[src/rtl/multiplier_signed_seq_pkg.sv]
// ---------------------------------------------------------------------------
// mult_pkg
// Shared definitions for the sequential signed (Booth radix-2) multiplier:
//   state_t    - FSM state encoding (IDLE / RUN / DONE)
//   cnt_width  - width of the iteration counter for a given operand width
// No ports; imported by the multiplier top module.
// ---------------------------------------------------------------------------
package mult_pkg;

    typedef enum logic [1:0] {
        IDLE = 2'd0,
        RUN  = 2'd1,
        DONE = 2'd2
    } state_t;

    // The counter must be able to hold WIDTH itself, hence WIDTH+1 codes.
    function automatic int cnt_width(input int width);
        return $clog2(width + 1);
    endfunction

endpackage

[src/rtl/multiplier_signed_seq_if.sv]
// ---------------------------------------------------------------------------
// multiplier_signed_seq_if
// Request/result bundle of the sequential signed multiplier.
//   start - request to begin a multiplication (master -> slave)
//   a     - two's-complement multiplicand, WIDTH bits (master -> slave)
//   b     - two's-complement multiplier, WIDTH bits (master -> slave)
//   busy  - operation in progress (slave -> master)
//   done  - one-cycle pulse, new result valid on y (slave -> master)
//   y     - registered two's-complement product, 2*WIDTH bits (slave -> master)
// Modports: master (requester / testbench), slave (multiplier).
// ---------------------------------------------------------------------------
interface multiplier_signed_seq_if #(
    parameter int WIDTH = 4
);

    logic                   start;
    logic [WIDTH-1:0]       a;
    logic [WIDTH-1:0]       b;
    logic                   busy;
    logic                   done;
    logic [2*WIDTH-1:0]     y;

    modport master (
        output start,
        output a,
        output b,
        input  busy,
        input  done,
        input  y
    );

    modport slave (
        input  start,
        input  a,
        input  b,
        output busy,
        output done,
        output y
    );

endinterface

[src/rtl/multiplier_signed_seq_booth_step.sv]
// ---------------------------------------------------------------------------
// booth_step
// One radix-2 Booth iteration, purely combinational.
//   acc       - current accumulator, WIDTH+1 bits (in)
//   q         - current multiplier/low-product register, WIDTH bits (in)
//   q_m1      - extra bit to the right of q (in)
//   m         - captured multiplicand, WIDTH bits (in)
//   acc_next  - accumulator after add/sub and shift (out)
//   q_next    - q after shift (out)
//   q_m1_next - new extra bit (old q[0]) (out)
// ---------------------------------------------------------------------------
module booth_step #(
    parameter int WIDTH = 4
) (
    input  logic [WIDTH:0]   acc,
    input  logic [WIDTH-1:0] q,
    input  logic             q_m1,
    input  logic [WIDTH-1:0] m,
    output logic [WIDTH:0]   acc_next,
    output logic [WIDTH-1:0] q_next,
    output logic             q_m1_next
);

    logic [WIDTH:0] m_ext;
    logic [WIDTH:0] sel;

    // The extra accumulator bit keeps "acc - (-2^(WIDTH-1))" representable.
    // After the add/sub the whole {acc,q,q_m1} chain shifts right
    // arithmetically by one position.
    always_comb begin
        m_ext = {m[WIDTH-1], m};
        sel   = acc;
        case ({q[0], q_m1})
            2'b01:   sel = acc + m_ext;
            2'b10:   sel = acc - m_ext;
            default: sel = acc;
        endcase
        acc_next  = {sel[WIDTH], sel[WIDTH:1]};
        q_next    = {sel[0], q[WIDTH-1:1]};
        q_m1_next = q[0];
    end

endmodule

[src/rtl/multiplier_signed_seq.sv]
// ---------------------------------------------------------------------------
// multiplier_signed_seq
// Sequential two's-complement multiplier using radix-2 Booth recoding,
// one step per clock, WIDTH steps per product.
//   clk - clock, all state updates on the rising edge
//   rst - asynchronous active-high reset
//   bus - multiplier_signed_seq_if.slave (start, a, b, busy, done, y)
// A start seen in IDLE or DONE captures a/b; start during RUN is ignored.
// done pulses for the single DONE cycle, y holds until the next DONE.
// ---------------------------------------------------------------------------
module multiplier_signed_seq
    import mult_pkg::*;
#(
    parameter int WIDTH = 4
) (
    input logic                  clk,
    input logic                  rst,
    multiplier_signed_seq_if.slave bus
);

    localparam int CNT_W = cnt_width(WIDTH);

    state_t             state;
    state_t             next_state;

    logic [WIDTH:0]     acc;
    logic [WIDTH-1:0]   q;
    logic               q_m1;
    logic [WIDTH-1:0]   m;
    logic [CNT_W-1:0]   cnt;
    logic [2*WIDTH-1:0] y_reg;

    logic [WIDTH:0]     acc_next;
    logic [WIDTH-1:0]   q_next;
    logic               q_m1_next;

    logic               accept;
    logic               last_step;
    logic               busy_c;
    logic               done_c;

    booth_step #(
        .WIDTH(WIDTH)
    ) u_step (
        .acc       (acc),
        .q         (q),
        .q_m1      (q_m1),
        .m         (m),
        .acc_next  (acc_next),
        .q_next    (q_next),
        .q_m1_next (q_m1_next)
    );

    // State register.
    always_ff @(posedge clk or posedge rst) begin
        if (rst) begin
            state <= IDLE;
        end else begin
            state <= next_state;
        end
    end

    // Next-state and status decode. A start in DONE is a fresh acceptance,
    // so done still pulses for that cycle while the next operation begins.
    always_comb begin
        next_state = state;
        accept     = 1'b0;
        busy_c     = 1'b0;
        done_c     = 1'b0;
        last_step  = 1'b0;
        case (state)
            IDLE: begin
                if (bus.start) begin
                    next_state = RUN;
                    accept     = 1'b1;
                end
            end
            RUN: begin
                busy_c    = 1'b1;
                last_step = (cnt == CNT_W'(WIDTH - 1));
                if (last_step) begin
                    next_state = DONE;
                end
            end
            DONE: begin
                busy_c = 1'b1;
                done_c = 1'b1;
                if (bus.start) begin
                    next_state = RUN;
                    accept     = 1'b1;
                end else begin
                    next_state = IDLE;
                end
            end
            default: begin
                next_state = IDLE;
            end
        endcase
    end

    // Operand capture and Booth iteration. Operands are only sampled on
    // acceptance, so a/b may change freely while the product is formed.
    always_ff @(posedge clk or posedge rst) begin
        if (rst) begin
            acc  <= '0;
            q    <= '0;
            q_m1 <= 1'b0;
            m    <= '0;
            cnt  <= '0;
        end else if (accept) begin
            acc  <= '0;
            q    <= bus.b;
            q_m1 <= 1'b0;
            m    <= bus.a;
            cnt  <= '0;
        end else if (state == RUN) begin
            acc  <= acc_next;
            q    <= q_next;
            q_m1 <= q_m1_next;
            cnt  <= cnt + CNT_W'(1);
        end
    end

    // Result register: loaded in one piece from the final Booth step on the
    // edge that enters DONE. The top accumulator bit is only a guard bit;
    // the true product always fits in 2*WIDTH bits.
    always_ff @(posedge clk or posedge rst) begin
        if (rst) begin
            y_reg <= '0;
        end else if (last_step) begin
            y_reg <= {acc_next[WIDTH-1:0], q_next};
        end
    end

    assign bus.busy = busy_c;
    assign bus.done = done_c;
    assign bus.y    = y_reg;

endmodule
[src/flat_wrapper.sv]
// flat-port wrapper written by rule: the top's interface ports become plain ports
module multiplier_signed_seq_flat import mult_pkg::*;
#(
    parameter int WIDTH = 4
)
  (clk, rst, bus_start, bus_a, bus_b, bus_busy, bus_done, bus_y);
  multiplier_signed_seq_if #(.WIDTH(WIDTH)) bus_i ();
  input logic clk;
  input logic rst;
  input wire logic [$bits(bus_i.start)-1:0] bus_start;
  input wire logic [$bits(bus_i.a)-1:0] bus_a;
  input wire logic [$bits(bus_i.b)-1:0] bus_b;
  output wire logic [$bits(bus_i.busy)-1:0] bus_busy;
  output wire logic [$bits(bus_i.done)-1:0] bus_done;
  output wire logic [$bits(bus_i.y)-1:0] bus_y;
  assign bus_i.start = bus_start;
  assign bus_i.a = bus_a;
  assign bus_i.b = bus_b;
  assign bus_busy = bus_i.busy;
  assign bus_done = bus_i.done;
  assign bus_y = bus_i.y;
  multiplier_signed_seq #(.WIDTH(WIDTH)) u_core (.clk(clk), .rst(rst), .bus(bus_i));
endmodule
[config.mk]
export PLATFORM = sky130hd
export DESIGN_NAME = multiplier_signed_seq_flat
export DESIGN_NICKNAME = d
export VERILOG_FILES = /design/src/rtl/multiplier_signed_seq_pkg.sv /design/src/rtl/multiplier_signed_seq_if.sv /design/src/rtl/multiplier_signed_seq_booth_step.sv /design/src/rtl/multiplier_signed_seq.sv /design/src/flat_wrapper.sv
export SDC_FILE = /design/constraint.sdc
export NUM_CORES = 1
export LEC_CHECK = 0
export ABC_CLOCK_PERIOD_IN_PS = 3000
export CAP_MARGIN = 20
export CORE_MARGIN = 4
export CORE_UTILIZATION = 32
export CTS_BUF_LIST = sky130_fd_sc_hd__clkbuf_4 sky130_fd_sc_hd__clkbuf_8
export DETAILED_ROUTE_END_ITERATION = 8
export DONT_BUFFER_PORTS = 1
export PLACE_DENSITY = 0.44
export SYNTH_ARGS = -nofsm -noshare
export SYNTH_HDL_FRONTEND = slang
export SYNTH_HIERARCHICAL = 1
export SYNTH_SLANG_ARGS = --single-unit
[constraint.sdc]
create_clock -name clk -period 3 [get_ports clk]
set_input_delay 0.9 -clock clk [delete_from_list [all_inputs] [get_ports clk]]
set_output_delay 0.9 -clock clk [all_outputs]
set_load 0.01 [all_outputs]
* Yosys cells after proc, flatten, opt, wreduce, memory -nomap -nowiden
Index checks and enable logic that the tools add are counted. Widths: inputs -> output; s select.
Operators by class: reduce and logical (&&, ||, !) cells 5, add/subtract/negate cells 3, eq/ne operators 7, muxes and demuxes 18
Operators by type and width (number):
- $mux 5 | 2
- $pmux 5 s2 | 1
- $mux 1 | 8
- $mux 4 | 2
- $mux 3 | 2
- $pmux 2 s3 | 1
- $add 5x5->5 | 1
- $sub 5x5->5 | 1
- $eq 2x1->1 const B | 2
- $eq 2x2->1 const B | 2
- $mux 2 | 2
- $reduce_or 2->1 | 2
- $add 3x1->3 const B | 1
- $eq 3x2->1 const B | 1
- $logic_not 2->1 | 1
- $ne 2x1->1 const B | 1
- $ne 2x2->1 const B | 1
- $reduce_and 2->1 | 1
- $reduce_bool 2->1 | 1
Storage, ports and cells: bits in registers 27, output and inout port bits 10, word-level logic and storage cells 40

* Logic depth before layout (Yosys ltp)
Gate-level depths: netlist (run 1).
depth after elaboration 4, depth in mapped cells 12, mapped depth without buffers 11

* By module
The synthesis (run 1) kept the hierarchy.
Modules (own cells, without submodules):
- multiplier_signed_seq | seq. area each 675.6 sq um, instances 1, cells each 100, area each 1239.9 sq um
- booth_step | seq. area each 0.0 sq um, instances 1, cells each 55, area each 394.1 sq um

* Worst setup path before layout (run 1)
No wires, ideal clock.
path type flip-flop to flip-flop, start point reg u_core.q_m1, end point reg u_core.acc[4], arrival 2.374 ns, stages on the path, launching flop included 12, setup time 0.121 ns, required time 2.879 ns, buffers on the path 1, slack 0.505 ns, cells stage by stage dfrtp_1 inv_1 ha_1 mux2_2 fa_1 nand2b_1 a21oi_4 mux2i_1 a32o_1 buf_4 mux2i_1 nor2_1
On the way: cells in the longest elaborated chain, start to end 4, elaborated cells between the ends (all ways) 5, classes of those cells 2 x eq/ne; 3 x mux
Ends and longest elaborated chain:
- start, declared | line multiplier_signed_seq.sv:28 | logic q_m1;
- start signal, assigned | line multiplier_signed_seq.sv:119 | q_m1 <= q_m1_next;
- $eq 2x2->1 or $eq 2x1->1 (tied branches) | line multiplier_signed_seq_booth_step.sv:33 | case ({q[0], q_m1})
- $pmux 5 s2 (*) | line multiplier_signed_seq_booth_step.sv:33
- named net u_core.acc_next[3] | line multiplier_signed_seq.sv:33 | logic [WIDTH:0] acc_next;
- $mux 5 (*) | line multiplier_signed_seq.sv:116 | end else if (state == RUN) begin
- $mux 5 (*) | line multiplier_signed_seq.sv:110 | end else if (accept) begin
- end signal, assigned | line multiplier_signed_seq.sv:117 | acc <= acc_next;
- end, declared | line multiplier_signed_seq.sv:26 | logic [WIDTH:0] acc;
The timed path passes the listed nets; every way through them passes the cells marked *. The select of a mux whose other input is x is not followed. A chain may end at the register's enable or synchronous reset.

* Final worst setup path (run 1)
start point reg u_core.q_m1, end point reg u_core.y_reg[7], in the netlist u_core/bus.y[7]
On the way: cells in the longest elaborated chain, start to end 2, elaborated cells between the ends (all ways) 3, classes of those cells 2 x eq/ne; 1 x mux
Ends and longest elaborated chain:
- $eq 2x2->1 or $eq 2x1->1 (tied branches) | line multiplier_signed_seq_booth_step.sv:33
- $pmux 5 s2 (*) | line multiplier_signed_seq_booth_step.sv:33
- named net u_core.acc_next[3] | line multiplier_signed_seq.sv:33
- end signal, assigned | line multiplier_signed_seq.sv:131 | y_reg <= {acc_next[WIDTH-1:0], q_next};
- end, declared | line multiplier_signed_seq.sv:31 | logic [2*WIDTH-1:0] y_reg;
The timed path passes the listed nets; every way through them passes the cells marked *.

==> results of run 1 <==
[routing by layer]
layer | global-route usage | part of all wire | wire (um) | vias to the layer above
li1 | - | - | - | 505
met5 | 0 | 0 | 0 | -
met1 | 0.1234 | 0.43 | 1268 | 500
met3 | 0.03499 | 0.043 | 126 | 2
met2 | 0.1745 | 0.52 | 1533 | 14
met4 | 0.02062 | 0.0051 | 15 | 0
[cell usage in the layout, fill, tap and decap left out]
cell type | netlist | layout
a211oi_1 | 1 | 1
a21boi_0 | 1 | 1
a21oi_1 | 1 | 1
a21oi_4 | 1 | 1
a32o_1 | 1 | 1
and2b_1 | 1 | 1
buf_4 | 5 | 2
clkbuf_8 | 0 | 3
clkinv_2 | 0 | 1
dfrtp_1 | 27 | 27
fa_1 | 1 | 1
ha_1 | 12 | 12
inv_1 | 11 | 11
mux2_2 | 1 | 1
mux2_4 | 8 | 8
mux2i_1 | 13 | 13
nand2_1 | 21 | 21
nand2_8 | 1 | 1
nand2b_1 | 1 | 1
nor2_1 | 15 | 15
nor2b_1 | 4 | 4
nor3_1 | 2 | 2
nor3b_1 | 1 | 1
o21a_1 | 2 | 2
o21ai_0 | 1 | 1
o21ai_1 | 8 | 8
o21ai_2 | 1 | 1
o22a_1 | 1 | 1
o31ai_1 | 2 | 2
or2_4 | 1 | 1
xnor2_1 | 4 | 4
xor2_1 | 1 | 1
[cells by family after synthesis]
kind of cell               count (synthesis)  share of synthesized area
and+or+nand+nor                           47                     0.1348
DFF                                       27                     0.4135
muxes                                     22                     0.1600
buffers and inverters                     21                    0.07580
AOI/OAI and AO/OA                         20                    0.08499
adders and majority gates                 13                     0.1041
xor gates and xnor gates                   5                    0.02680
[layout make-up]
class / count / area share
clock inverter: 1 / 0.002950
tap: 67 / 0.04941
sequential: 27 / 0.3982
timing repair buffer: 2 / 0.008850
clock buffer: 3 / 0.02434
inverter: 11 / 0.02434
multi-input combinational: 107 / 0.4919
[stage by stage]
| step | hold slack [ns] | instance area (um^2) |
|---|---|---|
| after floorplan | 0.4857 | 1634 |
| after global placement | 0.5062 | 1650 |
| after detailed placement | 0.5116 | 1650 |
| after CTS | 0.4487 | 1697 |
| after global routing | 0.4683 | 1697 |
| final | 0.4516 | 1697 |
[power breakdown]
part           switching, mW  total, mW  internal, mW  leakage (nW)
clock                  0.112      0.205        0.0930        0.0255
combinational          0.576       1.10         0.525         0.437
sequential             0.136      0.641         0.505         0.351
total                  0.823       1.95          1.12         0.814
[final timing paths]
path	slack, ns	cells past startpoint	to
worst max register to register	0.38	9	u_core/bus.y[7]
worst min register to register	0.52	2	u_core/q_m1
max in group asynchronous	1.98	2	u_core/m[1]
worst min-delay path	0.45	1	u_core/bus.y[4]
min in group clk	0.52	2	u_core/q_m1
worst max-delay path	0.38	9	u_core/bus.y[7]
==> results_dict.tcl, run 1 <==
set metrics [dict create \
    pre_cts_slack_ns 0.3748 \
    grt_usage 0.1018 \
    yosys-top-cells-count "27 x dfrtp_1, 21 x nand2_1, 15 x nor2_1" \
    crit_arrival_ns 2.78 \
    synthTopCellsByArea "dfrtp_1 41%, ha_1 9.2%, mux2i_1 8.0%" \
    wl_um 2944 \
    syn2layout_area_growth_pct 3.829 \
    cts_hold_buf 0 \
    peakVddDrop_uv 575.5 \
    hp-class "in -> async" \
    yosysTopAreaCell "dfrtp_1" \
    critPathKind "reg -> reg" \
    synthMostInstantiatedCell "dfrtp_1" \
    multi_input_area_um2 834.6 \
    ys_seq_area_frac 0.4135 \
    rsz0062_at_grt "no" \
    total_power_mw 1.946 \
    die_x_um 79.46 \
    start_kind "flop" \
    clk_path_buf_depth 2 \
    reg2reg_from "u_core/q_m1" \
    hpwlAfterDp_um 2232 \
    largest_reg_flops 8 \
    yosysWarnings 6 \
    synth_top_area_share 0.4135 \
    root_buffer "clkbuf_8" \
    timing.fmax_mhz 381.9 \
    skew_ns 0.002604 \
    finalCoreUtilization 0.3499 \
    h-tree-depth 1 \
    relSlewSlack 0.4968 \
    startpoint "u_core/q_m1" \
    wl_per_cell_um 13.50 \
    syn_avg_cell_area_um2 10.54 \
    cts_tree "built" \
    critical-path-top-delay-family "multiplexers" \
    drtPass1Iterations 4 \
    final_cell_count_no_fill 218 \
    cap_violations 0 \
    fillers 505 \
    place_congestion 0.7184 \
    ant_nets 0 \
    async_flop_share 1.000 \
    critical_path_required_ns 3.16 \
    n_antenna_cell 0 \
    synth_area_um2 1634 \
    status "completed" \
    synth_edf_count 0 \
    tightest_slew_ns 0.7548 \
    cp-end-kind "flop" \
    ys_types 34 \
    fin_crit_sh 0.8729 \
    synth_seq_cells 27 \
    worstSkewPairLatency_ns 0.27 \
    cts_setup_buffers 0 \
    leakage_nw 0.8137 \
    grt_pass1_vias 1060 \
    nets 176 \
    grt.overflow.total 0 \
    grt_pass1_wl_um 5037 \
    antenna_found_initial 0 \
    fin_crit_ns 2.619 \
    syn_nets 179 \
    synth_ff_type "dfrtp_1" \
    cpPeakStageDelay_ns 0.43 \
    layout-drive-gt1-share 0.1258 \
    seq_area_um2 675.6 \
    maxSlewViolCount 0 \
    coreArea_um2 4848 \
    finalHoldViolCount 0 \
    path_max_fanout 6 \
    crit_slowest_cell "fa_1" \
    crit_chain "inv_1, ha_1, mux2_2, fa_1, nand2b_1, a21oi_4, mux2i_1, a32o_1, mux2_4" \
    cts_made_buffers 3 \
    cts_resized 0 \
    setup_viol 0 \
    ios 21 \
    powerDensity_nw_per_um2 1147 \
    placementRows 25 \
    finalSetupTns_ns 0 \
    drc 0 \
    path_buf_inv 1 \
    syn_inst 155 \
    cts.sinks 27 \
    fin_ws_ns 0.3814 \
    start_util 0.3370 \
    dpl.cell_count 214 \
    die-area_um2 6314 \
    die_h_um 79.46 \
    path_clk_slew_ns 0.09 \
    io_buffers 0 \
    vias 1021 \
    via_per_inst 4.683 \
    grt_max_degree 22 \
    drt_iter0_drc 18 \
]
Note: power is estimated with default switching activity, not from simulation.
==> run 2: changes to the inputs <==
--- a/config.mk
+++ b/config.mk
@@ -10,9 +10,10 @@
 export CORE_MARGIN = 4
 export CORE_UTILIZATION = 32
 export CTS_BUF_LIST = sky130_fd_sc_hd__clkbuf_4 sky130_fd_sc_hd__clkbuf_8
+export CTS_CLUSTER_DIAMETER = 40
 export DETAILED_ROUTE_END_ITERATION = 8
 export DONT_BUFFER_PORTS = 1
-export PLACE_DENSITY = 0.44
+export PLACE_DENSITY = 0.53
 export SYNTH_ARGS = -nofsm -noshare
 export SYNTH_HDL_FRONTEND = slang
 export SYNTH_HIERARCHICAL = 1
==> results_dict.tcl, run 2 (same netlist as run 1, synthesis figures left out) <==
set metrics [dict create \
    powerDensity_nw_per_um2 1151 \
    drtPass1Iterations 4 \
    coreArea_um2 4848 \
    power_switching_mw 0.8267 \
    n_antenna_cell 0 \
    fin_ws_ns 0.3983 \
    ios 21 \
    start_util 0.3370 \
    via_per_inst 4.592 \
    worst_hold_path.num_cells 2 \
    path_max_fanout 6 \
    pwr-share-comb 0.562 \
    place_congestion 0.7852 \
    fin_crit_sh 0.8672 \
    antenna_found_initial 0 \
    critical_path_required_ns 3.17 \
    cpPeakStageDelay_ns 0.42 \
    hp-class "reg -> reg" \
    cts_tree "built" \
    io_buffers 0 \
    h-tree-depth 1 \
    startpoint "u_core/q_m1" \
    total_power_mw 1.955 \
    switching_share 0.4229 \
    grt_pass1_wl_um 4809 \
    timing.fmax_mhz 384.4 \
    root_buffer "clkbuf_8" \
    final_common_cell "dfrtp_1" \
    crit_chain "inv_1, ha_1, mux2_2, fa_1, nand2b_1, a21oi_4, mux2i_1, a32o_1, mux2_4" \
    cts.sinks 27 \
    layout-drive-gt1-share 0.1258 \
    status "completed" \
    fillers 493 \
    r2r_cells 9 \
    die_h_um 79.46 \
    nets 176 \
    hp-start "u_core/q_m1" \
    holdWs_ns 0.5359 \
    path_clk_slew_ns 0.10 \
    rsz0062_at_grt "no" \
    worstSkewPairLatency_ns 0.28 \
    critPathKind "reg -> reg" \
    drc 0 \
    peakVddDrop_uv 484.3 \
    internal-power_mw 1.128 \
    tightest_slew_ns 0.7718 \
    crit_arrival_ns 2.77 \
    syn2layout_area_growth_pct 3.982 \
    cts_resized 0 \
    drt_iter0_drc 31 \
    wl_um 2819 \
    pre_cts_slack_ns 0.4083 \
    grt_max_degree 28 \
    die-area_um2 6314 \
    cp-end-kind "flop" \
    setup_viol 0 \
    wl_per_cell_um 12.93 \
    largest_reg_flops 8 \
    leakage_nw 0.8099 \
    relSlewSlack 0.4854 \
    final_cell_mix "27 x dfrtp_1, 21 x nand2_1, 15 x nor2_1" \
    hpwlAfterDp_um 2115 \
    fin_crit_ns 2.602 \
    clk_path_buf_depth 2 \
    finalCoreUtilization 0.3505 \
    cts_setup_buffers 0 \
    finalHoldViolCount 0 \
    crit_slowest_cell "fa_1" \
    skew_ns 0.004901 \
    pwr-share-clk 0.111 \
    cts_made_buffers 3 \
    maxSlewViolCount 0 \
    vias 1001 \
    start_kind "flop" \
    die_x_um 79.46 \
    finalSetupTns_ns 0 \
    grt_usage 0.09724 \
    ant_nets 0 \
    reg2reg_from "u_core/q_m1" \
    placementRows 25 \
    grt.overflow.total 0 \
    grt_pass1_vias 1039 \
    cap_violations 0 \
    p_seq_frac 0.328 \
    cts_hold_buf 0 \
]
## run 2: changes by cell type in the layout (fill, tap and decap cells not counted), sizes merged
cell,delta
clkinv,-1
clkinvlp,+1
## run 2: power by group through the flow
stage / Combinational (mW) / Clock (mW) / Sequential (mW)
after floorplan: 1.05 / 0 / 0.611
after global placement: 1.09 / 0 / 0.645
after detailed placement: 1.12 / 0 / 0.653
after CTS: 1.12 / 0.226 / 0.646
after global routing: 1.25 / 0.241 / 0.664
final: 1.10 / 0.217 / 0.641
## run 2: layout make-up
cell class,count,area (um^2),share of cell area
Clock buffer,3,41.29,0.02430
Clock inverter,1,7.507,0.004418
Multi-Input combinational cell,107,834.6,0.4912
Sequential cell,27,675.6,0.3976
Tap cell,67,83.83,0.04934
Timing Repair Buffer,2,15.01,0.008837
Inverter,11,41.29,0.02430
## run 2: final timing paths
path	slack (ns)	to
min	0.54	u_core/q_m1
max	0.40	u_core/bus.y[7]
max reg2reg	0.40	u_core/bus.y[7]
min reg2reg	0.54	u_core/q_m1
max in group asynchronous	2.18	u_core/acc[4]
min in group asynchronous	0.56	u_core/acc[3]
## run 2: per-layer routing
layer | part of all wire | GRT usage | wire length [um] | vias to the layer above
li1 | - | - | - | 502
met1 | 0.46 | 0.1176 | 1290 | 478
met2 | 0.49 | 0.1644 | 1373 | 17
met3 | 0.046 | 0.03273 | 131 | 4
met4 | 0.0082 | 0.02577 | 23 | 0
met5 | 0 | 0 | 0 | -
## run 2: worst max-delay path: cells and delay by family (launching register included)
family | cells | cell delay (ns)
muxes | 3 | 0.75
AOI/OAI and AO/OA | 2 | 0.43
adders and majority gates | 2 | 0.66
DFF | 1 | 0.39
buffers and inverters | 1 | 0.06
and+or+nand+nor | 1 | 0.19
## run 2: metrics by stage
| stage | instance area, um^2 | cells |
|---|---|---|
| finish | 1699 | 218 |
| CTS | 1699 | 218 |
| floorplan | 1634 | 155 |
| global route | 1699 | 218 |
| detailed placement | 1650 | 214 |
| global placement | 1650 | 214 |
